[src/rtl/ahb_dffram_pkg.sv]
// Shared encodings for the AHB-Lite DFFRAM front end.
// Bus transfer/size codes and the controller state type.
package ahb_dffram_pkg;

  localparam logic [1:0] HTRANS_IDLE   = 2'b00;
  localparam logic [1:0] HTRANS_BUSY   = 2'b01;
  localparam logic [1:0] HTRANS_NONSEQ = 2'b10;
  localparam logic [1:0] HTRANS_SEQ    = 2'b11;

  localparam logic [2:0] HSIZE_BYTE = 3'b000;
  localparam logic [2:0] HSIZE_HALF = 3'b001;
  localparam logic [2:0] HSIZE_WORD = 3'b010;

  typedef enum logic [1:0] {
    ST_IDLE,
    ST_WRITE,
    ST_READ,
    ST_RAW
  } state_t;

endpackage

[src/rtl/ahb_byte_lanes.sv]
// AHB byte-lane decoder: transfer size and low address bits to lane mask.
// Sizes above a word are treated as a full word.
module ahb_byte_lanes
  import ahb_dffram_pkg::*;
(
  input  logic [2:0] hsize,
  input  logic [1:0] addr,
  output logic [3:0] lanes
);

  always_comb begin
    lanes = 4'b1111;
    case (hsize)
      HSIZE_BYTE: lanes = 4'b0001 << addr;
      HSIZE_HALF: lanes = 4'b0011 << {addr[1], 1'b0};
      default:    lanes = 4'b1111;
    endcase
  end

endmodule

[src/rtl/ahb_dffram_ctrl.sv]
// AHB-Lite slave front end for a single-port registered-read DFFRAM.
// Reads issue in the address phase; a read behind a write costs one wait.
module ahb_dffram_ctrl
  import ahb_dffram_pkg::*;
#(
  parameter  int COLS    = 1,
  localparam int A_WIDTH = 8 + $clog2(COLS)
) (
  input  logic               CLK,
  input  logic               RST,
  input  logic               HSEL,
  input  logic [1:0]         HTRANS,
  input  logic               HWRITE,
  input  logic [2:0]         HSIZE,
  input  logic [31:0]        HADDR,
  input  logic [31:0]        HWDATA,
  input  logic               HREADY,
  output logic               HREADYOUT,
  output logic [31:0]        HRDATA,
  output logic               HRESP,
  output logic               RAM_EN,
  output logic [3:0]         RAM_WE,
  output logic [A_WIDTH-1:0] RAM_A,
  output logic [31:0]        RAM_Di,
  input  logic [31:0]        RAM_Do
);

  state_t               state;
  state_t               state_n;
  logic [A_WIDTH-1:0]   addr_q;
  logic                 write_q;
  logic [3:0]           lanes_q;
  logic [3:0]           lanes;
  logic [A_WIDTH-1:0]   haddr_w;
  logic                 accept;
  logic                 unused_ok;

  assign unused_ok = ^{HADDR[31:A_WIDTH+2], HTRANS[0]};

  ahb_byte_lanes u_lanes (
    .hsize (HSIZE),
    .addr  (HADDR[1:0]),
    .lanes (lanes)
  );

  assign haddr_w   = HADDR[A_WIDTH+1:2];
  assign HREADYOUT = (state != ST_RAW);
  assign HRESP     = 1'b0;
  assign RAM_Di    = HWDATA;

  // Gated by our own ready and by reset so nothing reaches the RAM
  // while the controller is stalled or held in reset.
  assign accept = HSEL & HREADY & HTRANS[1] & HREADYOUT & ~RST;

  always_ff @(posedge CLK or posedge RST) begin
    if (RST) begin
      state   <= ST_IDLE;
      addr_q  <= '0;
      write_q <= 1'b0;
      lanes_q <= '0;
    end else begin
      state <= state_n;
      if (accept) begin
        addr_q  <= haddr_w;
        write_q <= HWRITE;
        lanes_q <= lanes;
      end
    end
  end

  always_comb begin
    state_n = state;
    RAM_EN  = 1'b0;
    RAM_WE  = 4'b0000;
    RAM_A   = addr_q;
    HRDATA  = 32'h0;
    unique case (state)
      ST_IDLE, ST_READ: begin
        if (state == ST_READ) HRDATA = RAM_Do;
        state_n = ST_IDLE;
        if (accept) begin
          if (HWRITE) begin
            state_n = ST_WRITE;
          end else begin
            RAM_EN  = 1'b1;
            RAM_A   = haddr_w;
            state_n = ST_READ;
          end
        end
      end
      ST_WRITE: begin
        RAM_EN  = 1'b1;
        RAM_WE  = write_q ? lanes_q : 4'b0000;
        state_n = ST_IDLE;
        if (accept) state_n = HWRITE ? ST_WRITE : ST_RAW;
      end
      ST_RAW: begin
        RAM_EN  = 1'b1;
        state_n = ST_READ;
      end
      default: state_n = ST_IDLE;
    endcase
  end

endmodule

[config.mk]
export PLATFORM = sky130hd
export DESIGN_NAME = ahb_dffram_ctrl
export DESIGN_NICKNAME = d
export VERILOG_FILES = /design/src/rtl/ahb_dffram_pkg.sv /design/src/rtl/ahb_byte_lanes.sv /design/src/rtl/ahb_dffram_ctrl.sv
export SDC_FILE = /design/constraint.sdc
export NUM_CORES = 1
export LEC_CHECK = 0
export ABC_CLOCK_PERIOD_IN_PS = 1800
export CORE_MARGIN = 2
export CORE_UTILIZATION = 24
export CTS_CLUSTER_DIAMETER = 60
export DETAILED_ROUTE_END_ITERATION = 8
export GPL_TIMING_DRIVEN = 0
export PLACE_DENSITY = 0.9
export SLEW_MARGIN = 30
export SYNTH_ARGS = -nofsm -noshare
export SYNTH_HDL_FRONTEND = slang
export SYNTH_HIERARCHICAL = 1
export SYNTH_SLANG_ARGS = --single-unit
[constraint.sdc]
create_clock -name CLK -period 1.8 [get_ports CLK]
set_input_delay 0.45 -clock CLK [delete_from_list [all_inputs] [get_ports CLK]]
set_output_delay 0.45 -clock CLK [all_outputs]
set_load 0.1 [all_outputs]
Word-level counts from Yosys, hierarchy flattened
Index checks and enable logic that the tools add are counted.
{"block": "totals", "output_inout_bits": 79, "word_cells": 36, "reg_bits": 15, "input_bits": 106}
{"block": "op_classes", "reduce_logical": 4, "n_shift": 2, "n_bitwise": 5, "muxes": 16, "n_eq_ne": 5}
{"cell": "32-bit 2-to-1 mux", "n": 2}
{"cell": "8-bit 2-to-1 mux", "n": 3}
{"cell": "2-bit 2-to-1 mux", "n": 4}
{"cell": "4-bit 2-to-1 mux", "n": 2}
{"cell": "4-bit case mux with 2 select lines", "n": 1}
{"cell": "2-bit case mux with 3 select lines", "n": 1}
{"cell": "1-bit bitwise AND", "n": 4}
{"cell": "2-bit equality test, second input constant", "n": 2}
{"cell": "2-bit OR reduction", "n": 2}
{"cell": "1-bit by 2-bit << shifter with 4-bit output, first input constant", "n": 1}
{"cell": "2-bit by 2-bit << shifter with 4-bit output, first input constant", "n": 1}
{"cell": "3-bit by 1-bit equality test with 1-bit output, second input constant", "n": 1}
{"cell": "3-bit logical NOT", "n": 1}
{"cell": "2-bit by 1-bit equality test with 1-bit output, second input constant", "n": 1}
{"cell": "2-bit logical NOT", "n": 1}
{"cell": "1-bit 2-to-1 mux", "n": 2}
{"cell": "2-bit inequality test, second input constant", "n": 1}
{"cell": "1-bit case mux with 2 select lines", "n": 1}
{"cell": "1-bit inverter", "n": 1}

Depth between registers and ports, before layout
{"block": "logic_depth", "ltp_word": 6, "ltp_mapped": 4, "depth_no_buf": 3}

By module
The synthesis kept the hierarchy.
{"mod": "ahb_dffram_ctrl", "area_each_um2": 1208.7, "seq_area_each_um2": 375.4, "cells_per_inst": 121, "n_inst": 1}
{"mod": "ahb_byte_lanes", "area_each_um2": 42.5, "seq_area_each_um2": 0.0, "cells_per_inst": 8, "n_inst": 1}

Least setup slack after synthesis
OpenSTA, ideal clock, no wires.
{"block": "synth_timing", "path_type": "register -> output", "start": "reg state[0]", "end": "out RAM_EN", "path_stages_with_launch": 5, "t_required_ps": 1350, "path_buffers": 1, "t_arrival_ps": 2888, "setup_slack_ps": -1538, "cell_sequence": "dfrtp_1 nand2_1 nand2_4 buf_6 o21bai_1"}
{"block": "synth_via", "elab_chain_len": 5, "elab_cells_between_ends": 11, "classes_between": "eq/ne (4); mux (2); bitwise (2); reduce/logical (3)"}
{"element": "from (decl)", "line": "ahb_dffram_ctrl.sv:28", "source": "state_t state;"}
{"element": "from (signal assigned)", "line": "ahb_dffram_ctrl.sv:62", "source": "state <= state_n;"}
{"element": "2-bit inequality test", "line": "ahb_dffram_ctrl.sv:47", "source": "assign HREADYOUT = (state != ST_RAW);"}
{"element": "named net HREADYOUT", "line": "ahb_dffram_ctrl.sv:18", "source": "output logic HREADYOUT,"}
{"element": "1-bit bitwise AND (2 in a row)", "line": "ahb_dffram_ctrl.sv:53", "source": "assign accept = HSEL & HREADY & HTRANS[1] & HREADYOUT & ~RST;"}
{"element": "1-bit 2-to-1 mux", "line": "ahb_dffram_ctrl.sv:81", "source": "if (accept) begin"}
{"element": "1-bit case mux with 2 select lines", "line": "ahb_dffram_ctrl.sv:77", "source": "unique case (state)"}
{"element": "to (decl)", "line": "ahb_dffram_ctrl.sv:21", "source": "output logic RAM_EN,"}
The timed path passes the listed nets, and every way through them passes these cells.

Final worst setup path
{"block": "layout_timing", "start": "in RST", "end": "out RAM_A[1]"}
{"block": "layout_via", "elab_chain_len": 4}
{"element": "from (decl)", "line": "ahb_dffram_ctrl.sv:10", "source": "input logic RST,"}
{"element": "1-bit inverter", "line": "ahb_dffram_ctrl.sv:53"}
{"element": "1-bit bitwise AND", "line": "ahb_dffram_ctrl.sv:53"}
{"element": "8-bit 2-to-1 mux", "line": "ahb_dffram_ctrl.sv:81"}
{"element": "8-bit 2-to-1 mux", "line": "ahb_dffram_ctrl.sv:77"}
{"element": "to (decl)", "line": "ahb_dffram_ctrl.sv:23", "source": "output logic [A_WIDTH-1:0] RAM_A,"}
Every way passes these cells.

==> flow_summary_export.csv <==
group,metric,value,unit
clocking,ctsRootBufferMaster,"sky130_fd_sc_hd__clkbuf_8",
critical_path,worst_setup_path_start_kind,"primary input",
critical_path,crit_family,"simple AND/OR/NAND/NOR gates",
sta,period_minus_slack,1.96,ns
critical_path,worstReg2RegStart,"state[0]",
floorplanning,core_area,0.00507,sq mm
grt,grt_pass1_wl,7760,microns
cells_and_area,synthToLayoutAreaGrowth,173,%
sta,hold_viol_final,0,
critical_path,critical_path_fanout_max,8,
floorplanning,floorplan_die_area,0.00581,sq mm
clocking,cts-buffers-inserted,3,
clocking,worst_skew_late_latency,0.24,ns
sta,achievable-frequency,511,MHz
yosys,synth.cells.most_frequent,"sky130_fd_sc_hd__and2_1, sky130_fd_sc_hd__buf_4, sky130_fd_sc_hd__dfrtp_1, sky130_fd_sc_hd__mux2_2, sky130_fd_sc_hd__mux2_4",
yosys,syn-num-nets,235,
sta,fin_skew,0.00399,ns
cells_and_area,layout.filler_cells,381,
sta,rsz_0062_raised_after_global_routing,"true",
floorplanning,die-height,76.2,microns
critical_path,path_common_cell,"sky130_fd_sc_hd__buf_6",
placement,routability_driven_placement_congestion_ratio,0.712,
sta,worst_margin_slew,0.961,ns
run_status,run_status,"finished with violations",
worst_hold_path,type_of_the_most_critical_hold_path,"primary input to asynchronous set/reset pin",
power,worst_ir_drop_vdd,536,uV
critical_path,critPathMaxStageDelay,0.33,ns
yosys,yosys_warnings,6,
clocking,clock_path_buffers,2,
sta,timing.final.crit_share,1.09,
critical_path,reg2reg_setup_slack,0.21,ns
critical_path,crit_path_category,"primary input to output port",
yosys,yosysUniqueCellTypes,21,
critical_path,critical_path_required,1.35,ns
sta,max_slew_margin,0.362,
critical_path,rr_worst_depth,7,
yosys,syn_inst,129,
critical_path,worst-endpoint-arrival,1.51,ns
run_status,violations,"setup timing",
clocking,clock_sink_count,15,
clocking,clk_transition_reported_paths,0.06,ns
grt,pin_count_of_the_biggest_net_entering_global_routing,17,
floorplanning,die_x,76.2,microns
critical_path,path_cells,"buf_6 > and4b_2 > nand2_4 > mux2_4 > buf_6",
cells_and_area,utilization,0.674,
power,power.static_leakage,1.58,nW
cells_and_area,seq_area,377,sq um
job,max_cap_viol_count,0,
yosys,async_flop_share,1.00,
detailed_routing,drt-total-wl,5210,microns
grt,grt.overflow.total,0,
yosys,post_synth_top_area_cell,"sky130_fd_sc_hd__dfrtp_1",
critical_path,crit_path_end_kind,"output port",
yosys,dominantRegCellSynth,"sky130_fd_sc_hd__dfrtp_1",
clocking,holdBufCountCts,0,
detailed_routing,post-route-drc-count,0,
yosys,synth_edf_count,0,
critical_path,crit_buf_inv,2,
placement,port-buffer-count,128,
detailed_routing,drt_antenna_net_count,0,
yosys,synth.yosys.seq_area_share,0.300,
critical_path,worstReg2RegEnd,"addr_q[1]",
sta,fin_ws,-0.156,ns
yosys,mappedNetlistArea,0.00125,sq mm
cells_and_area,final_area,0.00342,sq mm
detailed_routing,vias_per_cell,4.17,
cells_and_area,nets,382,
floorplanning,placementRows,26,
placement,place_area,0.00271,sq mm
cells_and_area,multiInputGateArea,776,sq um
yosys,post-synth-top-count-cell,"sky130_fd_sc_hd__and2_1",
yosys,syn_area_per_cell,9.70,sq um
clocking,tritoncts,"done",
critical_path,timing.critical_path.slowest_stage_cell,"sky130_fd_sc_hd__mux2_4",
yosys,postSynthRegisterBits,15,
floorplanning,initial_utilization,0.247,
power,cellPowerDensity,594,mW/mm^2
grt,grt.total_usage,0.164,
grt,first_global_vias,1506,
placement,detailedPlacementHpwl,3510,microns
detailed_routing,wl_cell,15.1,microns
yosys,synth.top_cells.by_area,"sky130_fd_sc_hd__dfrtp_1, sky130_fd_sc_hd__buf_4, sky130_fd_sc_hd__and2_1, sky130_fd_sc_hd__mux2_2, sky130_fd_sc_hd__mux2_4",
sta,setup_viol,43,
grt,grt_antenna_before_repair,0,
detailed_routing,total_number_of_vias,1439,
yosys,netlist.area_leader.share,0.300,
detailed_routing,first_drt_iteration_drcs,26,
cells_and_area,diodes,0,
detailed_routing,drtPass1Iterations,4,
cells_and_area,final_layout_size_suffix_gt1_frac,0.669,
sta,report.final.slew_viol_count,0,
clocking,h-tree-depth,1,
floorplanning,io_pins,185,
-- repair_timing --
item / CTS / global route
buffers inserted: 4 / 8
gates resized for setup: 517 / 50
gates cloned: 1 / 2
endpoints found under the setup margin: 78 / 54
pin swaps: 8 / 31
-- cells in the final DEF, fill, tap and decap left out --
cell and count:
sky130_fd_sc_hd__and2_4 36, sky130_fd_sc_hd__and3b_2 1, sky130_fd_sc_hd__and4b_2 1, sky130_fd_sc_hd__buf_12 45
sky130_fd_sc_hd__buf_2 3, sky130_fd_sc_hd__buf_4 41, sky130_fd_sc_hd__buf_6 7, sky130_fd_sc_hd__buf_8 4
sky130_fd_sc_hd__clkbuf_1 1, sky130_fd_sc_hd__clkbuf_16 1, sky130_fd_sc_hd__clkbuf_2 9, sky130_fd_sc_hd__clkbuf_8 3
sky130_fd_sc_hd__clkdlybuf4s15_1 21, sky130_fd_sc_hd__clkdlybuf4s15_2 3, sky130_fd_sc_hd__clkdlybuf4s50_1 45, sky130_fd_sc_hd__conb_1 1
sky130_fd_sc_hd__dfrtp_1 14, sky130_fd_sc_hd__dfrtp_2 1, sky130_fd_sc_hd__inv_1 2, sky130_fd_sc_hd__mux2_2 6
sky130_fd_sc_hd__mux2_4 15, sky130_fd_sc_hd__nand2_4 1, sky130_fd_sc_hd__nand2_8 2, sky130_fd_sc_hd__nor2_1 2
sky130_fd_sc_hd__nor2_2 1, sky130_fd_sc_hd__nor2_4 1, sky130_fd_sc_hd__nor2b_2 1, sky130_fd_sc_hd__nor2b_4 1
sky130_fd_sc_hd__o21ai_0 1, sky130_fd_sc_hd__o21ai_1 4, sky130_fd_sc_hd__o21bai_4 1
-- worst max-delay path by stage --
stage | start | to | slack [ns] | cells after the start
after floorplan | RST | RAM_EN | -0.19 | 4
after CTS | HWRITE | RAM_A[7] | -0.17 | 5
after global placement | RST | RAM_A[1] | -1.43 | 5
after global routing | RST | RAM_A[1] | -0.19 | 5
final | RST | RAM_A[1] | -0.16 | 5
after detailed placement | RST | RAM_A[7] | -1.45 | 5
-- routing by layer --
metal,vias to the layer above,share of wire,track usage
met5,-,0,0
met4,0,0.023,0.0491
met3,14,0.069,0.0427
met2,86,0.57,0.312
met1,665,0.34,0.177
li1,674,-,-
-- final cells by class --
| cell class | instances | share of cell area |
|---|---|---|
| buffer | 36 | 0.0856 |
| clock buffer | 4 | 0.0132 |
| tap | 70 | 0.0256 |
| timing repair buffer | 143 | 0.536 |
| inverter | 2 | 0.00220 |
| multi-input combinational | 75 | 0.227 |
| sequential | 15 | 0.110 |
-- flip-flops by register name, summed over array words and instances (netlist names) --
signal   cells
state        2
lanes_q      4
addr_q       8
write_q      1
-- per-stage QoR --
| step | power, mW | hold slack [ns] | setup TNS, ns | setup slack (ns) | cells |
|---|---|---|---|---|---|
| final | 2.03 | 0.379 | -3.28 | -0.156 | 345 |
| after global routing | 2.10 | 0.434 | -5.21 | -0.188 | 345 |
| after CTS | 1.98 | 0.271 | -4.67 | -0.166 | 335 |
| after detailed placement | 1.62 | 0.489 | -60.77 | -1.45 | 327 |
| after global placement | 1.61 | 0.480 | -59.99 | -1.43 | 327 |
| after floorplan | 1.33 | 0.351 | -0.650 | -0.195 | 129 |
-- where the power goes --
| group | leakage, nW | internal [mW] | switching, mW |
|---|---|---|---|
| Clock | 0.0228 | 0.157 | 0.114 |
| Combinational | 1.38 | 0.508 | 0.818 |
| Sequential | 0.176 | 0.401 | 0.0342 |
| Total | 1.58 | 1.07 | 0.967 |
-- logic make-up after synthesis --
logic type | Yosys count | share of synthesized area
AND/OR/NAND/NOR | 47 | 0.239
buffers and inverters | 39 | 0.222
AO/OA/AOI/OAI | 6 | 0.0260
flip-flops | 15 | 0.300
multiplexers | 21 | 0.210
other | 1 | 0.00300
-- worst register-to-register path, stage by stage (launching register included) --
cell and delay (ns):
sky130_fd_sc_hd__dfrtp_2 0.45, sky130_fd_sc_hd__buf_4 0.16, sky130_fd_sc_hd__buf_6 0.12, sky130_fd_sc_hd__nand2_8 0.08, sky130_fd_sc_hd__nand2_8 0.07, sky130_fd_sc_hd__buf_4 0.13, sky130_fd_sc_hd__buf_4 0.16, sky130_fd_sc_hd__mux2_4 0.30
No activity file was read; power rests on OpenSTA's default activity.
